===== src/rtl/ipv4_rcv.sv =====
// ipv4_rcv
// Receive-side IPv4 stage. Parses and validates the IPv4 header of the
// Ethernet payload byte stream. Qualifying UDP datagrams are forwarded
// to udp_rcv as the UDP segment (header plus data) with Ethernet padding
// trimmed. Everything else is discarded and counted.
//
// Ports
//   clk, reset            clock, synchronous active-high reset
//   ip_axis_*_in/out      input byte stream (tdata/tvalid/tlast, tready out)
//   udp_axis_*_out/in     output UDP segment stream (tready in)
//   src_ip_out            source IP of the current/last accepted datagram
//   udp_len_out           total_length - IHL*4 of the current/last accepted datagram
//   hdr_valid_out         1-cycle pulse, header accepted
//   drop_out              1-cycle pulse, datagram rejected
//   trunc_out             1-cycle pulse, input ended before udp_len bytes forwarded
//   drop_cnt_out          saturating rejected-datagram count
//
// Handshake: on both streams a byte moves only in a cycle where tvalid and
// tready are both high; tvalid never waits on tready, and data/tlast stay
// stable while tvalid is high and tready is low.
module ipv4_rcv #(
  parameter logic [31:0] LOCAL_IP   = 32'hC0A8010A,
  parameter bit          CHECK_CSUM = 1'b1
) (
  input  logic        clk,
  input  logic        reset,
  input  logic [7:0]  ip_axis_tdata_in,
  input  logic        ip_axis_tvalid_in,
  input  logic        ip_axis_tlast_in,
  output logic        ip_axis_tready_out,
  output logic [7:0]  udp_axis_tdata_out,
  output logic        udp_axis_tvalid_out,
  output logic        udp_axis_tlast_out,
  input  logic        udp_axis_tready_in,
  output logic [31:0] src_ip_out,
  output logic [15:0] udp_len_out,
  output logic        hdr_valid_out,
  output logic        drop_out,
  output logic        trunc_out,
  output logic [15:0] drop_cnt_out
);

  typedef enum logic [1:0] {
    S_HDR     = 2'd0,
    S_PAYLOAD = 2'd1,
    S_TRIM    = 2'd2,
    S_DROP    = 2'd3
  } state_t;

  // FSM state register; readable hierarchically for debug.
  state_t      r_state;

  logic [5:0]  r_hcnt;
  logic [3:0]  r_ver;
  logic [3:0]  r_ihl;
  logic [15:0] r_tot_len;
  logic [15:0] r_frag;
  logic [7:0]  r_proto;
  logic [31:0] r_src;
  logic [31:0] r_dst;
  logic [7:0]  r_csum_hi;
  logic [15:0] r_csum;
  logic [15:0] r_remain;

  logic [31:0] r_src_ip_out;
  logic [15:0] r_udp_len;
  logic        r_hdr_valid;
  logic        r_drop;
  logic        r_trunc;
  logic [15:0] r_drop_cnt;

  logic        w_in_beat;
  logic [5:0]  w_hlen;
  logic [15:0] w_hlen16;
  logic        w_hdr_last;
  logic [16:0] w_sum17;
  logic [15:0] w_csum_next;
  logic [31:0] w_dst;
  logic        w_accept;
  logic [15:0] w_drop_cnt_inc;

  // Output stream is a combinational pass-through while in PAYLOAD.
  assign udp_axis_tdata_out  = ip_axis_tdata_in;
  assign udp_axis_tvalid_out = (r_state == S_PAYLOAD) && ip_axis_tvalid_in;
  assign udp_axis_tlast_out  = (r_state == S_PAYLOAD) &&
                               ((r_remain == 16'd1) || ip_axis_tlast_in);
  assign ip_axis_tready_out  = (r_state == S_PAYLOAD) ? udp_axis_tready_in : 1'b1;

  assign w_in_beat = ip_axis_tvalid_in && ip_axis_tready_out;

  // A header with IHL<5 is still walked as 20 bytes so that all fixed
  // fields are seen; the accept test rejects it anyway.
  assign w_hlen   = (r_ihl < 4'd5) ? 6'd20 : {r_ihl, 2'b00};
  assign w_hlen16 = {10'd0, w_hlen};

  // hcnt==0 is byte 0, where r_ihl is not yet loaded; it is never last.
  assign w_hdr_last = (r_state == S_HDR) && (r_hcnt != 6'd0) &&
                      (r_hcnt == w_hlen - 6'd1);

  // One's-complement add of the word completed by the current (odd) byte.
  assign w_sum17     = {1'b0, r_csum} + {1'b0, r_csum_hi, ip_axis_tdata_in};
  assign w_csum_next = w_sum17[15:0] + {15'd0, w_sum17[16]};

  // With IHL=5 the last dst byte is the deciding beat itself.
  assign w_dst = (r_hcnt == 6'd19) ? {r_dst[23:0], ip_axis_tdata_in} : r_dst;

  assign w_accept = (r_ver == 4'd4) && (r_ihl >= 4'd5) &&
                    (r_proto == 8'd17) &&
                    (r_frag[13:0] == 14'd0) &&
                    ((w_dst == LOCAL_IP) || (w_dst == 32'hFFFFFFFF)) &&
                    (r_tot_len >= w_hlen16 + 16'd8) &&
                    ((w_csum_next == 16'hFFFF) || !CHECK_CSUM);

  assign w_drop_cnt_inc = (r_drop_cnt == 16'hFFFF) ? r_drop_cnt : r_drop_cnt + 16'd1;

  always_ff @(posedge clk) begin
    if (reset) begin
      r_state      <= S_HDR;
      r_hcnt       <= '0;
      r_ver        <= '0;
      r_ihl        <= '0;
      r_tot_len    <= '0;
      r_frag       <= '0;
      r_proto      <= '0;
      r_src        <= '0;
      r_dst        <= '0;
      r_csum_hi    <= '0;
      r_csum       <= '0;
      r_remain     <= '0;
      r_src_ip_out <= '0;
      r_udp_len    <= '0;
      r_hdr_valid  <= 1'b0;
      r_drop       <= 1'b0;
      r_trunc      <= 1'b0;
      r_drop_cnt   <= '0;
    end else begin
      r_hdr_valid <= 1'b0;
      r_drop      <= 1'b0;
      r_trunc     <= 1'b0;

      case (r_state)
        S_HDR: begin
          if (w_in_beat) begin
            case (r_hcnt)
              6'd0:  begin
                r_ver <= ip_axis_tdata_in[7:4];
                r_ihl <= ip_axis_tdata_in[3:0];
              end
              6'd2:  r_tot_len[15:8] <= ip_axis_tdata_in;
              6'd3:  r_tot_len[7:0]  <= ip_axis_tdata_in;
              6'd6:  r_frag[15:8]    <= ip_axis_tdata_in;
              6'd7:  r_frag[7:0]     <= ip_axis_tdata_in;
              6'd9:  r_proto         <= ip_axis_tdata_in;
              6'd12, 6'd13, 6'd14, 6'd15:
                r_src <= {r_src[23:0], ip_axis_tdata_in};
              6'd16, 6'd17, 6'd18, 6'd19:
                r_dst <= {r_dst[23:0], ip_axis_tdata_in};
              default: ;
            endcase

            if (!r_hcnt[0]) r_csum_hi <= ip_axis_tdata_in;
            else            r_csum    <= w_csum_next;

            if (w_hdr_last) begin
              r_hcnt <= '0;
              r_csum <= '0;
              if (w_accept && !ip_axis_tlast_in) begin
                r_remain     <= r_tot_len - w_hlen16;
                r_udp_len    <= r_tot_len - w_hlen16;
                r_src_ip_out <= r_src;
                r_hdr_valid  <= 1'b1;
                r_state      <= S_PAYLOAD;
              end else if (w_accept) begin
                // Header good but no payload follows.
                r_trunc <= 1'b1;
              end else begin
                r_drop     <= 1'b1;
                r_drop_cnt <= w_drop_cnt_inc;
                r_state    <= ip_axis_tlast_in ? S_HDR : S_DROP;
              end
            end else if (ip_axis_tlast_in) begin
              // Frame ended inside the header.
              r_hcnt     <= '0;
              r_csum     <= '0;
              r_drop     <= 1'b1;
              r_drop_cnt <= w_drop_cnt_inc;
            end else begin
              r_hcnt <= r_hcnt + 6'd1;
            end
          end
        end

        S_PAYLOAD: begin
          if (w_in_beat) begin
            r_remain <= r_remain - 16'd1;
            if (r_remain == 16'd1) begin
              r_state <= ip_axis_tlast_in ? S_HDR : S_TRIM;
            end else if (ip_axis_tlast_in) begin
              r_trunc <= 1'b1;
              r_state <= S_HDR;
            end
          end
        end

        S_TRIM, S_DROP: begin
          if (w_in_beat && ip_axis_tlast_in) r_state <= S_HDR;
        end

        default: r_state <= S_HDR;
      endcase
    end
  end

  assign src_ip_out    = r_src_ip_out;
  assign udp_len_out   = r_udp_len;
  assign hdr_valid_out = r_hdr_valid;
  assign drop_out      = r_drop;
  assign trunc_out     = r_trunc;
  assign drop_cnt_out  = r_drop_cnt;

endmodule


===== config.mk =====
export PLATFORM = sky130hd
export DESIGN_NAME = ipv4_rcv
export DESIGN_NICKNAME = d
export VERILOG_FILES = /design/src/rtl/ipv4_rcv.sv
export SDC_FILE = /design/constraint.sdc
export NUM_CORES = 1
export LEC_CHECK = 0
export CAP_MARGIN = 20
export CORE_ASPECT_RATIO = 0.7
export CORE_UTILIZATION = 53
export DETAILED_ROUTE_END_ITERATION = 8
export GPL_TIMING_DRIVEN = 0
export HOLD_SLACK_MARGIN = 0.05
export PLACE_DENSITY = 0.77
export SYNTH_ARGS = -nofsm -noshare
export SYNTH_HDL_FRONTEND = slang
export SYNTH_SLANG_ARGS = --single-unit

===== constraint.sdc =====
create_clock -name clk -period 5.2 [get_ports clk]
set_clock_uncertainty 0.2 [all_clocks]
set_input_delay 0.52 -clock clk [delete_from_list [all_inputs] [get_ports clk]]
set_output_delay 0.52 -clock clk [all_outputs]
set_load 0.01 [all_outputs]

# == Word level (Yosys, flattened, before mapping) ==
# Index checks and enable logic that the tools add are counted.
# classes
n_addsub,8
mul,0
div_mod_pow,0
n_lt_le_gt_ge,3
n_eq_ne,33
n_shift,0
muxes,41
bitwise,4
reduce_logical,43
# op_table
cell,n
two-way mux 16 bit,12
equality test 32 bit (second input constant),2
equality test 16 bit (second input constant),2
two-way mux 32 bit,1
case mux 16 bit (2 select lines),1
equality test 6 x 4 -> 1 bit (second input constant),5
AND reduction 3 bit,10
equality test 6 x 5 -> 1 bit (second input constant),4
two-way mux 2 bit,10
two-way mux 6 bit,3
adder 16 x 16 -> 17 bit,1
adder 16 x 1 -> 16 bit,1
adder 16 x 1 -> 16 bit (second input constant),1
equality test 16 x 1 -> 1 bit (second input constant),1
>= comparator 16 x 7 -> 1 bit,1
subtractor 16 x 1 -> 16 bit (second input constant),1
subtractor 16 x 6 -> 16 bit,1
zero test 14 bit,1
logical AND 1 bit,13
equality test 6 x 2 -> 1 bit (second input constant),2
equality test 6 x 3 -> 1 bit (second input constant),2
two-way mux 1 bit,12
!= test 2 bit (second input constant),6
OR reduction 4 bit,3
other kinds (28),36
# totals
register_bits,225
latch_bits,0
mem_bits_rw,0
rom_bits,0
output_inout_bits,78
elab_cells,152
n_memories,0

# == Depth between registers and ports, before layout ==
# Gate-level depths: netlist (run 1).
# depth
ltp_word,12
mapped_depth,27

# == Worst setup path before layout (run 1) ==
# OpenSTA, ideal clock, no wires.
# synth_path
kind,in2reg
startpoint,input ip_axis_tdata_in[0]
endpoint,"register r_udp_len[14], in the netlist udp_len_out[14]"
arrival_time_ns,5.116
path_slack_ns,-0.248
cell_stages,26
cell_sequence,ha_1 -> inv_1 -> fa_1 -> and2b_1 -> o21ai_1 -> a21oi_1 -> o41a_1 -> a21o_1 -> a21oi_1 -> nor2b_1 -> o21ai_0 -> nand2b_1 -> ha_1 -> ha_1 -> nand2b_1 -> nor4b_1 -> o211ai_2 -> nor3b_4 -> nand4_1 -> a2111oi_4 -> nand4b_4 -> or2_1 -> buf_2 -> buf_2 -> nor2_1 -> nor3_1
# synth_via
elab_chain_len,8
# synth_rtl
item,line_no,rtl
start: declaration,27,"input logic [7:0] ip_axis_tdata_in,"
branches (longest 5 deep; another with adder 16 x 16 -> 17 bit),n/a,
logical AND 1 bit *,111,(r_tot_len >= w_hlen16 + 16'd8) &&
logical AND 1 bit *,167,if (w_accept && !ip_axis_tlast_in) begin
AND reduction 4 bit (no source line) *,n/a,
end signal: assignment,169,r_udp_len <= r_tot_len - w_hlen16;
end: declaration,66,logic [15:0] r_udp_len;
# Mark *: on every way between the ends.
# A chain may end at the register's enable or synchronous reset.

# == Worst setup path in the final report (run 1) ==
# layout_path
startpoint,register r_csum[0]
endpoint,"register r_drop_cnt[7], in the netlist drop_cnt_out[7]"
# layout_via
elab_chain_len,7
# layout_rtl
item,line_no,rtl
start: declaration,62,logic [15:0] r_csum;
start signal: assignment,162,else r_csum <= w_csum_next;
adder 16 x 16 -> 17 bit *,101,"assign w_sum17 = {1'b0, r_csum} + {1'b0, r_csum_hi, ip_axis_tdata_in};"
adder 16 x 1 -> 16 bit *,102,"assign w_csum_next = w_sum17[15:0] + {15'd0, w_sum17[16]};"
equality test 16 bit *,112,((w_csum_next == 16'hFFFF) || !CHECK_CSUM);
logical AND 1 bit *,111,
logical AND 1 bit,167,
!= test 2 bit (no source line),n/a,
AND reduction 5 bit (no source line) *,n/a,
end signal: assignment,178,r_drop_cnt <= w_drop_cnt_inc;
end signal: assignment,186,r_drop_cnt <= w_drop_cnt_inc;
end: declaration,70,logic [15:0] r_drop_cnt;
# Mark *: on every way between the ends. The rest lies on a longest branch, timed or not.

==> results.toml, run 1 <==
[status]
outcome = "finished, violations left"
violations = "negative setup slack"

[cts]
path_clk_slew_ns = 0.07
cts.path.max_buffers = 3
cts_tree = "done"
cts.hold.buffers_added = 0
cts_sinks = 225
cts_root_buf = "clkbuf_16"
cts-htree-levels = 1
insertion_delay_ns = 0.53
cts_buffers = 22

[floorplanning]
core_mm2 = 0.0207
die_h_um = 123
dieWidth_um = 175
fp-row-count = 44
start_util_pct = 53.9
ios = 91
die_area_mm2 = 0.0217

[critical_path]
cp.required_ns = 5.46
cp-end-kind = "flop"
arrival_ns = 5.92
reg2reg_from = "r_csum[0]"
r2r_slack_ns = -0.46
r2r_cells = 27
cp-start-kind = "flop"
r2r-end = "drop_cnt_out[7]"
crit_type = "reg2reg"
cp_max_fo = 6

[grt]
antenna_found_initial = 1
grt_start_max_net_pins = 15
grt_use_total_pct = 28.8
grt_overflow = 0
grt_pass1_vias = 9426
grt_pass1_wl_mm = 49.7

[synthesis]
synthesis.area_mm2 = 0.0112
synth_enable_flop_cells = 0
syn_inst = 1383
yosysMostFrequentCell = "nand2_1"
ys_seq_elements = 225
avgSynthCellArea_um2 = 8.07
ys_top_cells_by_count = "nand2_1, dfxtp_1, a21oi_1, nor2_1, clkbuf_1"
synth-warning-count = 0
ys_seq_area_share_pct = 40.4
synthArstFlopShare_pct = 0
synth_top_area_share_pct = 40.4
syn-num-nets = 1435
synth_largest_area_cell = "dfxtp_1"
synth_cell_types = 76
synthTopCellsByArea = "dfxtp_1, nand2_1, a21oi_1"
ys.flop_type = "dfxtp_1"

[placed_design]
io_buffers = 90
place_congestion = 0.919
dp_hpwl_mm = 22.2
place_area_mm2 = 0.0125

[sta]
fin_crit_sh_pct = 109
finalWorstSetupSlack_ns = -0.461
slew_headroom_pct = 39.8
hold_violations = 0
setup_viol = 84
report.final.slew_viol_count = 0
tightest_slew_ns = 0.896
period_minus_slack_ns = 5.66
fmax_mhz = 177
rsz0062_at_grt = "true"

[worst_hold_path]
holdPathEnd = "r_src[1]"
min_path_type = "in2reg"
min_path_cells = 3
hp-start = "ip_axis_tdata_in[1]"

[route]
ant_nets = 0
drc = 0
vias = 10700
drt_first_pass_iters = 5
drt-initial-drc-count = 1080
avgViaCountPerCell = 5.92
drt_wl_total_mm = 33.0
wl_per_cell_um = 18.2

[finish]
fill_cells = 1611
antenna_cells = 0
final_layout_size_suffix_gt1_share_pct = 13.0
nNetsFinal = 1580
syn2layout_area_growth_pct = 26.5
design_area_mm2 = 0.0141

[run]
maxCapViolations = 0

[power]
ir_worst_vdd_uv = 255
p_per_area_mw_per_mm2 = 269
totalPowerFinal_mw = 3.79
p_leak_nw = 5.25
[logic make-up after synthesis]
family	count (synthesis)	share of synthesized area, %
AOI/OAI and AO/OA	290	16.5
and+or+nand+nor	609	25.2
adders and majority gates	39	4.57
xor gates and xnor gates	49	3.91
muxes	54	4.85
buffers and inverters	117	4.58
DFF	225	40.4
[placed cells by master (no fill, tap or decap), types with 9 or more instances in the layout]
cell type          n
nand2b_1          13
ha_1              29
nor2b_1           11
nand2_1          249
xnor2_1           29
nor3_1            25
buf_4             21
xor2_1            19
inv_1             25
buf_6             19
nand3_1           27
dfxtp_1          224
nor2_1           144
a21oi_1          137
nor4_1            18
a22oi_1           15
clkbuf_1          64
nand4_1           22
nand2_4           14
a211oi_1           9
o21ai_0           18
a21oi_2           20
clkbuf_16         26
clkdlybuf4s50_1   82
mux2i_1           53
[routing by layer]
metal  track usage [%]  wire (µm)  up-vias
met5                 0          0        -
met4              5.22        497        0
met3              4.70       3000       51
met2              43.9      14200      445
met1              43.0      15400     5150
li1                  -          -     5098
[area by class of cell]
cell class / count / area, µm² / area share [%]
well taps: 276 / 345 / 2.45
clock buffers: 29 / 627 / 4.44
multi-input cells: 1041 / 6610 / 46.8
inverters: 28 / 108 / 0.762
repair buffers: 121 / 1270 / 9.02
plain buffers: 89 / 498 / 3.53
flip-flops and latches: 225 / 4510 / 31.9
clock inverters: 7 / 160 / 1.13
[how the worst max path moves through the flow]
stage	startpoint	endpoint	slack, ns	cells after the start
6_report	r_csum[0]	drop_cnt_out[7]	-0.46	27
4_1_cts	r_csum[0]	drop_cnt_out[5]	-0.26	27
3_5_place_dp	ip_axis_tdata_in[1]	drop_cnt_out[5]	-1.88	26
5_1_grt	r_csum[0]	drop_cnt_out[7]	-0.74	27
2_1_floorplan	ip_axis_tdata_in[0]	r_remain[13]	0.02	26
3_3_place_gp	ip_axis_tdata_in[1]	r_remain[14]	-1.88	25
[where the power goes]
group,leakage (nW),internal [mW],switching (mW),total [mW]
Sequential,1.82,1.74,0.0114,1.75
Clock,0.385,1.05,0.699,1.75
Combinational,3.05,0.104,0.195,0.299
[stage by stage]
| stage | setup slack (ns) | utilization [%] | hold WS [ns] | TNS (ns) | cells |
|---|---|---|---|---|---|
| 6_report | -0.461 | 68.2 | 0.213 | -29.97 | 1816 |
| 5_1_grt | -0.736 | 68.2 | 0.224 | -52.56 | 1816 |
| 4_1_cts | -0.265 | 66.1 | 0.190 | -15.81 | 1810 |
| 3_5_place_dp | -1.88 | 60.2 | 0.244 | -155.10 | 1749 |
| 3_3_place_gp | -1.88 | 60.2 | 0.242 | -153.71 | 1749 |
| 2_1_floorplan | 0.0201 | - | 0.232 | 0 | 1383 |
[critical path, cell delays in order (launching register included)]
cell and delay, ns:
dfxtp_2 0.34, ha_4 0.16, inv_2 0.05, fa_2 0.21, and2b_2 0.24, o21ai_2 0.13
a21oi_2 0.10, o41a_1 0.46, a21o_1 0.18, a21oi_2 0.13, nor2b_1 0.06, o21ai_1 0.12
nand2b_1 0.11, ha_4 0.19, ha_4 0.28, nor4b_4 0.19, nand4_1 0.16, nor2_1 0.15
nand4_1 0.13, nor4_2 0.29, nand4_1 0.18, a2111oi_4 0.38, nand4b_4 0.25, o21ai_4 0.34
buf_6 0.19, clkbuf_16 0.15, o31ai_1 0.08, a21oi_1 0.15
[timing repair]
action,CTS,global route
gates resized for setup,63,98
hold endpoints to repair,0,0
pin swaps,30,55
setup endpoints to repair,86,84
cloned,4,4
setup buffers,21,7
[flip-flops by register name (all words and copies together), names as in the netlist, 16 cells and up]
signal	count
udp_len_out	16
r_remain	16
r_src	32
r_csum	16
drop_cnt_out	16
r_dst	32
r_tot_len	16
src_ip_out	32
Power figures use the tool's default switching activity.
==> run 2: changes to the inputs <==
--- a/config.mk
+++ b/config.mk
@@ -5,12 +5,11 @@
 export SDC_FILE = /design/constraint.sdc
 export NUM_CORES = 1
 export LEC_CHECK = 0
-export CAP_MARGIN = 20
+export CAP_MARGIN = 15
 export CORE_ASPECT_RATIO = 0.7
 export CORE_UTILIZATION = 53
 export DETAILED_ROUTE_END_ITERATION = 8
 export GPL_TIMING_DRIVEN = 0
-export HOLD_SLACK_MARGIN = 0.05
 export PLACE_DENSITY = 0.77
 export SYNTH_ARGS = -nofsm -noshare
 export SYNTH_HDL_FRONTEND = slang
==> results of run 2 <==
Final layout, timing and power as in run 1 (identical DEF).
==> run 3: changes to the inputs <==
--- a/config.mk
+++ b/config.mk
@@ -5,7 +5,7 @@
 export SDC_FILE = /design/constraint.sdc
 export NUM_CORES = 1
 export LEC_CHECK = 0
-export CAP_MARGIN = 15
+export CAP_MARGIN = 20
 export CORE_ASPECT_RATIO = 0.7
 export CORE_UTILIZATION = 53
 export DETAILED_ROUTE_END_ITERATION = 8
==> results of run 3 <==
Final layout, timing and power as in run 1 (identical DEF).
